===== src/rtl/fetch_prefetch_unit_pkg.sv =====
// Shared fetch-stage constants: opcode field geometry, HALT encoding, default widths.
// Latency: n/a (declarations only).
// Backpressure: n/a.
package fetch_prefetch_unit_pkg;

  // Default geometry of the fetch path
  localparam int ADDR_W_DEF  = 11;
  localparam int INSTR_W_DEF = 16;

  // The opcode occupies the top OPCODE_W bits of every instruction word
  localparam int OPCODE_W = 5;

  // Opcode encodings the fetch stage needs to recognise
  localparam logic [OPCODE_W-1:0] OP_NOP  = 5'b00000;
  localparam logic [OPCODE_W-1:0] OP_HALT = 5'b11111;

  // Returns 1 when the given instruction word carries the HALT opcode
  function automatic logic is_halt_opcode(input logic [OPCODE_W-1:0] opcode);
    return opcode == OP_HALT;
  endfunction

endpackage


===== src/rtl/fetch_prefetch_unit_fifo.sv =====
// Prefetch queue: DEPTH x WIDTH registered FIFO with synchronous clear and occupancy count.
// Latency: a push at edge N is visible at the head from the cycle after edge N (no bypass).
// Backpressure: none internally; the caller must never push when full (checked by assertion).
module fetch_prefetch_unit_fifo #(
  parameter int DEPTH = 4,
  parameter int WIDTH = 27
) (
  input  logic                     clk,
  input  logic                     rst,
  input  logic                     push,
  input  logic [WIDTH-1:0]         push_dat,
  input  logic                     pop,
  input  logic                     clear,
  output logic                     head_vld,
  output logic [WIDTH-1:0]         head_dat,
  output logic [$clog2(DEPTH):0]   count
);

  localparam int PW = $clog2(DEPTH);
  localparam int CW = PW + 1;

  logic [WIDTH-1:0] mem [DEPTH];
  logic [PW-1:0]    wr_ptr;
  logic [PW-1:0]    rd_ptr;
  logic             do_push;
  logic             do_pop;
  logic             full;

  // A clear wins over anything else that happens in the same cycle
  assign do_push  = push && !clear;
  assign do_pop   = pop && !clear && (count != '0);
  assign full     = (count == CW'(DEPTH));
  assign head_vld = (count != '0);
  assign head_dat = mem[rd_ptr];

  // Storage: reset to zero so the head outputs read as zero out of reset
  always_ff @(posedge clk or negedge rst) begin
    if (!rst) begin
      for (int i = 0; i < DEPTH; i++) begin
        mem[i] <= '0;
      end
    end else if (do_push) begin
      mem[wr_ptr] <= push_dat;
    end
  end

  // Pointer and occupancy bookkeeping; simultaneous push and pop keeps the count
  always_ff @(posedge clk or negedge rst) begin
    if (!rst) begin
      wr_ptr <= '0;
      rd_ptr <= '0;
      count  <= '0;
    end else if (clear) begin
      wr_ptr <= '0;
      rd_ptr <= '0;
      count  <= '0;
    end else begin
      if (do_push) begin
        wr_ptr <= wr_ptr + 1'b1;
      end
      if (do_pop) begin
        rd_ptr <= rd_ptr + 1'b1;
      end
      case ({do_push, do_pop})
        2'b10:   count <= count + 1'b1;
        2'b01:   count <= count - 1'b1;
        default: count <= count;
      endcase
    end
  end

  // A push into a full queue means the upstream credit accounting is broken
  always_ff @(posedge clk) begin
    if (rst && do_push) begin
      assert (!full);
    end
  end

endmodule


===== src/rtl/fetch_prefetch_unit.sv =====
// Instruction-fetch front end: owns the PC, issues imem reads, queues words+PCs for decode.
// Latency: request in cycle t, data in t+1, word presented to decode (out_valid) in t+2.
// Backpressure: out_ready=0 holds the head; fetch continues until queue+inflight reaches DEPTH.
module fetch_prefetch_unit
  import fetch_prefetch_unit_pkg::*;
#(
  parameter int                ADDR_W   = ADDR_W_DEF,
  parameter int                INSTR_W  = INSTR_W_DEF,
  parameter int                DEPTH    = 4,
  parameter logic [ADDR_W-1:0] RESET_PC = '0
) (
  input  logic                      clk,
  input  logic                      rst,
  output logic                      imem_req,
  output logic [ADDR_W-1:0]         imem_addr,
  input  logic [INSTR_W-1:0]        imem_rdata,
  output logic                      out_valid,
  input  logic                      out_ready,
  output logic [INSTR_W-1:0]        out_instr,
  output logic [ADDR_W-1:0]         out_pc,
  input  logic                      redirect_en,
  input  logic [ADDR_W-1:0]         redirect_addr,
  output logic                      halted,
  output logic [$clog2(DEPTH):0]    queue_count
);

  localparam int CW = $clog2(DEPTH) + 1;
  localparam int DW = ADDR_W + INSTR_W;

  logic [ADDR_W-1:0] pc;
  logic [ADDR_W-1:0] issue_pc;
  logic              inflight;
  logic              halted_q;
  logic [CW-1:0]     count;
  logic [CW:0]       credit_used;
  logic              push;
  logic              pop;
  logic              halt_word;
  logic              fifo_vld;
  logic [DW-1:0]     fifo_head;

  // Every slot is either occupied or reserved by the read in flight
  assign credit_used = {1'b0, count} + {{CW{1'b0}}, inflight};

  // Gating with rst keeps the memory quiet while the block is held in reset
  assign imem_req  = rst && !halted_q && !redirect_en && (credit_used < (CW+1)'(DEPTH));
  assign imem_addr = pc;

  // A returning word is kept unless a redirect flushes it or fetch has already halted
  assign push      = inflight && !redirect_en && !halted_q;
  assign halt_word = is_halt_opcode(imem_rdata[INSTR_W-1 -: OPCODE_W]);

  // The flush in a redirect cycle also swallows any pop decode attempted
  assign pop = fifo_vld && out_ready && !redirect_en;

  fetch_prefetch_unit_fifo #(
    .DEPTH (DEPTH),
    .WIDTH (DW)
  ) u_prefetch_fifo (
    .clk      (clk),
    .rst      (rst),
    .push     (push),
    .push_dat ({issue_pc, imem_rdata}),
    .pop      (pop),
    .clear    (redirect_en),
    .head_vld (fifo_vld),
    .head_dat (fifo_head),
    .count    (count)
  );

  assign out_valid   = fifo_vld;
  assign out_pc      = fifo_head[DW-1 -: ADDR_W];
  assign out_instr   = fifo_head[INSTR_W-1:0];
  assign queue_count = count;
  assign halted      = halted_q;

  // PC: redirect target takes priority, otherwise advance (wrapping) on each issue
  always_ff @(posedge clk or negedge rst) begin
    if (!rst) begin
      pc <= RESET_PC;
    end else if (redirect_en) begin
      pc <= redirect_addr;
    end else if (imem_req) begin
      pc <= pc + 1'b1;
    end
  end

  // Remember which PC the outstanding read belongs to
  always_ff @(posedge clk or negedge rst) begin
    if (!rst) begin
      inflight <= 1'b0;
      issue_pc <= RESET_PC;
    end else begin
      inflight <= imem_req;
      if (imem_req) begin
        issue_pc <= pc;
      end
    end
  end

  // Halt once a HALT word is queued; only a redirect restarts fetching
  always_ff @(posedge clk or negedge rst) begin
    if (!rst) begin
      halted_q <= 1'b0;
    end else if (redirect_en) begin
      halted_q <= 1'b0;
    end else if (push && halt_word) begin
      halted_q <= 1'b1;
    end
  end

endmodule


===== config.mk =====
export PLATFORM = sky130hd
export DESIGN_NAME = fetch_prefetch_unit
export DESIGN_NICKNAME = d
export VERILOG_FILES = /design/src/rtl/fetch_prefetch_unit_pkg.sv /design/src/rtl/fetch_prefetch_unit_fifo.sv /design/src/rtl/fetch_prefetch_unit.sv
export SDC_FILE = /design/constraint.sdc
export NUM_CORES = 1
export LEC_CHECK = 0
export ABC_AREA = 1
export BUFFER_PORTS_ARGS = -buffer_cell sky130_fd_sc_hd__buf_2
export CAP_MARGIN = 20
export CORE_ASPECT_RATIO = 1.75
export CORE_MARGIN = 1.5
export CORE_UTILIZATION = 39
export CTS_BUF_LIST = sky130_fd_sc_hd__clkbuf_4 sky130_fd_sc_hd__clkbuf_8
export DETAILED_ROUTE_END_ITERATION = 16
export HOLD_SLACK_MARGIN = 0.03
export PLACE_DENSITY = 0.59
export SLEW_MARGIN = 20
export SYNTH_ARGS = -nofsm -noshare
export SYNTH_HDL_FRONTEND = slang
export SYNTH_SLANG_ARGS = --single-unit

===== constraint.sdc =====
create_clock -name clk -period 2.6 [get_ports clk]
set_input_delay 0.39 -clock clk [delete_from_list [all_inputs] [get_ports clk]]
set_output_delay 0.39 -clock clk [all_outputs]
set_load 0.005 [all_outputs]

==> qor.csv <==
metric,value,unit
"slowest stage delay, CP",0.40,ns
critical path cell sequence,inv_1 > buf_4 > o21ai_0 > o22ai_1 > buf_2,
grt ovf,0,
CTS Hold Bufs,0,
area occupied by multi-input gates,2805,um2
FP Rows,63,
Worst Path Required,2.21,ns
initial antenna violation count,0,
# setup viols final,0,
fin area,7616,um2
"flops & latches, synth",139,
Final GP Congestion,0.8033,
critical path arrival,1.94,ns
CP endpoint kind,output port,
Detailed Place HPWL,11530,um
Die ar.,17880,um2
PD cells,930.8,nW/um2
Initial Util,0.3963,
Post-synth top flop,dfrtp_1,
Yosys top cell by area,dfrtp_1,
fraction of layout cells with a size suffix above 1,0.1543,
Final #Nets,938,
clk buf depth,2,
Clk Tree Root Cell,clkbuf_8,
startpoint types,flop,
relative slew slack,0.5007,
# Max-Cap Violations,0,
Slowest cell on crit path,dfrtp_1,
final-layout fill cell count,1754,
Synth Area in XOR/XNOR,0.002633,
core area,16790,um2
Syn Inst Count,836,
Pleak,4.055,nW
Iter 0 DRT Violations,350,
unrepaired setup endpoints after global routing,false,
Ports,75,
mux share of post-synthesis cell area,0,
Synth top area share,0.5228,
"Hold Violations, Final",0,
Hold Slack,0.08421,ns
Place WS,0.5343,ns
CP Class,reg2out,
count of different cell masters after synthesis,32,
fin crit period,2.326,ns
outcome,"finished, final reports clean",
Routed Antenna Nets,0,
"critical path fanouts, max",11,
Routed WL,18190,um
"Cell Area, Placed",7251,um2
Layout area overhead,14.46,%
worst slew pin tran,0.7490,ns
Syn. warnings,0,
die span in y,175.8,um
post-DR wirelength/cell,15.94,um
post-cts resize count,0,
final clock period utilization by the worst path,0.8945,
largest family of logic cells by synthesized area,simple AND/OR/NAND/NOR gates,
Final Slew Violations,0,
DR pass1 iterations,5,
post-synthesis simple-gate area fraction,0.2463,
maximum number of pins on one net before global-route repair,140,
Synth Cell Area,6654,um2
Syn Area/Cell,7.959,um2
H-tree Lvls,4,
number of synthesized flops with an enable pin,0,
DRC errors left,0,
f_max,430.0,MHz
most frequent cells after synthesis,"297 x nand2_1, 143 x o21ai_0, 139 x dfrtp_1",
CTS tree,built,
Syn Nets,873,
fin worst setup slack,0.2742,ns
FF+latch area,3478,um2
sequential share of the synthesized area,0.5228,
compound-gate portion of the synthesized area,0.1602,
Setup Buffers After CTS,0,
CTS sink count,139,
Hold Path Class,in2async,
Clock Skew,0.01512,ns
ys async rst share,1.000,
Avg Vias per Cell,5.060,
Clock Latency Late Sink,0.45,ns
top post-synthesis cells by area,"dfrtp_1 52%, nand2_1 17%, o21ai_0 11%",
adder-cell share of the synthesized area,0.01241,
Peak supply drop,0.0003701,V
setup_tns,0,ns
vias,5774,
ANT cells,0,
port bufs,74,
first-pass GRT wire length,29960,um
Total GRT Usage,0.2179,
TritonCTS Buffers,17,
top-count cell post-synth,nand2_1,
Die X,101.7,um
clock-pin transition on the worst setup and hold timing paths,0.10,ns
vias in the first global route,5783,
==> state kept, by name, summed over array words and instances, names as in the netlist <==
signal and cells:
inflight 1, u_prefetch_fifo.wr_ptr 2, halted 1, imem_addr 11, u_prefetch_fifo.mem 108, u_prefetch_fifo.rd_ptr 2, issue_pc 11, u_prefetch_fifo.count 3
==> final timing paths <==
check	cells past startpoint	end	start	slack, ns
setup / recovery	5	out_instr[13]	u_prefetch_fifo.rd_ptr[1]	0.27
max in group asynchronous	2	imem_addr[9]	rst	1.97
hold reg to reg	2	u_prefetch_fifo.mem[39]	u_prefetch_fifo.mem[39]	0.48
min in group clk	3	imem_addr[3]	redirect_addr[3]	0.15
setup reg to reg	11	u_prefetch_fifo.count[2]	u_prefetch_fifo.count[1]	0.73
hold / removal	2	u_prefetch_fifo.mem[89]	rst	0.08
==> critical path: cells and delay by family, from the launching register on <==
kind,cells,cell delay [ns]
buffers and inverters,3,0.77
AO/OA/AOI/OAI,2,0.32
flip-flops,1,0.40
==> cells in the final DEF (no fill, tap or decap), types with 2 or more instances in the layout <==
cell and instances:
inv_1 24, inv_6 7, o22ai_1 27, inv_2 4, nand3_1 32, nor2_1 64, buf_2 73, nand4_1 2
a21oi_1 4, nor2_8 2, clkbuf_8 17, o21ai_1 29, nand2_1 297, nor2_4 3, inv_8 2, dfrtp_1 139
buf_12 2, clkinvlp_4 4, o21ai_0 143, ha_1 5, clkinv_4 3, buf_4 19
==> metal layers <==
layer	wire, um	part of all wire	track usage
met5	0	0	0
met4	438	0.024	0.08218
met1	7533	0.41	0.2651
met2	9591	0.53	0.3794
met3	622	0.034	0.03661
==> layout make-up <==
cell class	count	area share
Tap cell	227	0.03729
Clock inverter	15	0.01725
Multi-Input combinational cell	617	0.3683
Inverter	31	0.01626
Clock buffer	17	0.03072
Sequential cell	139	0.4567
Timing Repair Buffer	95	0.07344
==> report_power, final <==
group | internal [mW] | total [mW] | switching [mW] | leakage [nW]
Sequential | 2.77 | 3.21 | 0.437 | 1.84
Combinational | 0.863 | 2.22 | 1.36 | 2.04
Clock | 0.693 | 1.66 | 0.966 | 0.174
==> logic make-up (layout without fill, tap and decap cells) <==
kind of cell | after synthesis | after routing
xor gates and xnor gates | 2 | 2
buffers and inverters | 80 | 158
DFF | 139 | 139
adders and majority gates | 6 | 6
AOI/OAI and AO/OA | 205 | 205
and+or+nand+nor | 404 | 404
==> per-stage QoR <==
step	power, mW	std cells	util
3_5_place_dp	5.505	1109	0.4319
4_1_cts	7.164	1141	0.4536
2_1_floorplan	4.512	836	-
3_3_place_gp	5.460	1109	0.4319
5_1_grt	7.654	1141	0.4536
6_report	7.089	1141	0.4536
(Power assumes the default switching activity.)
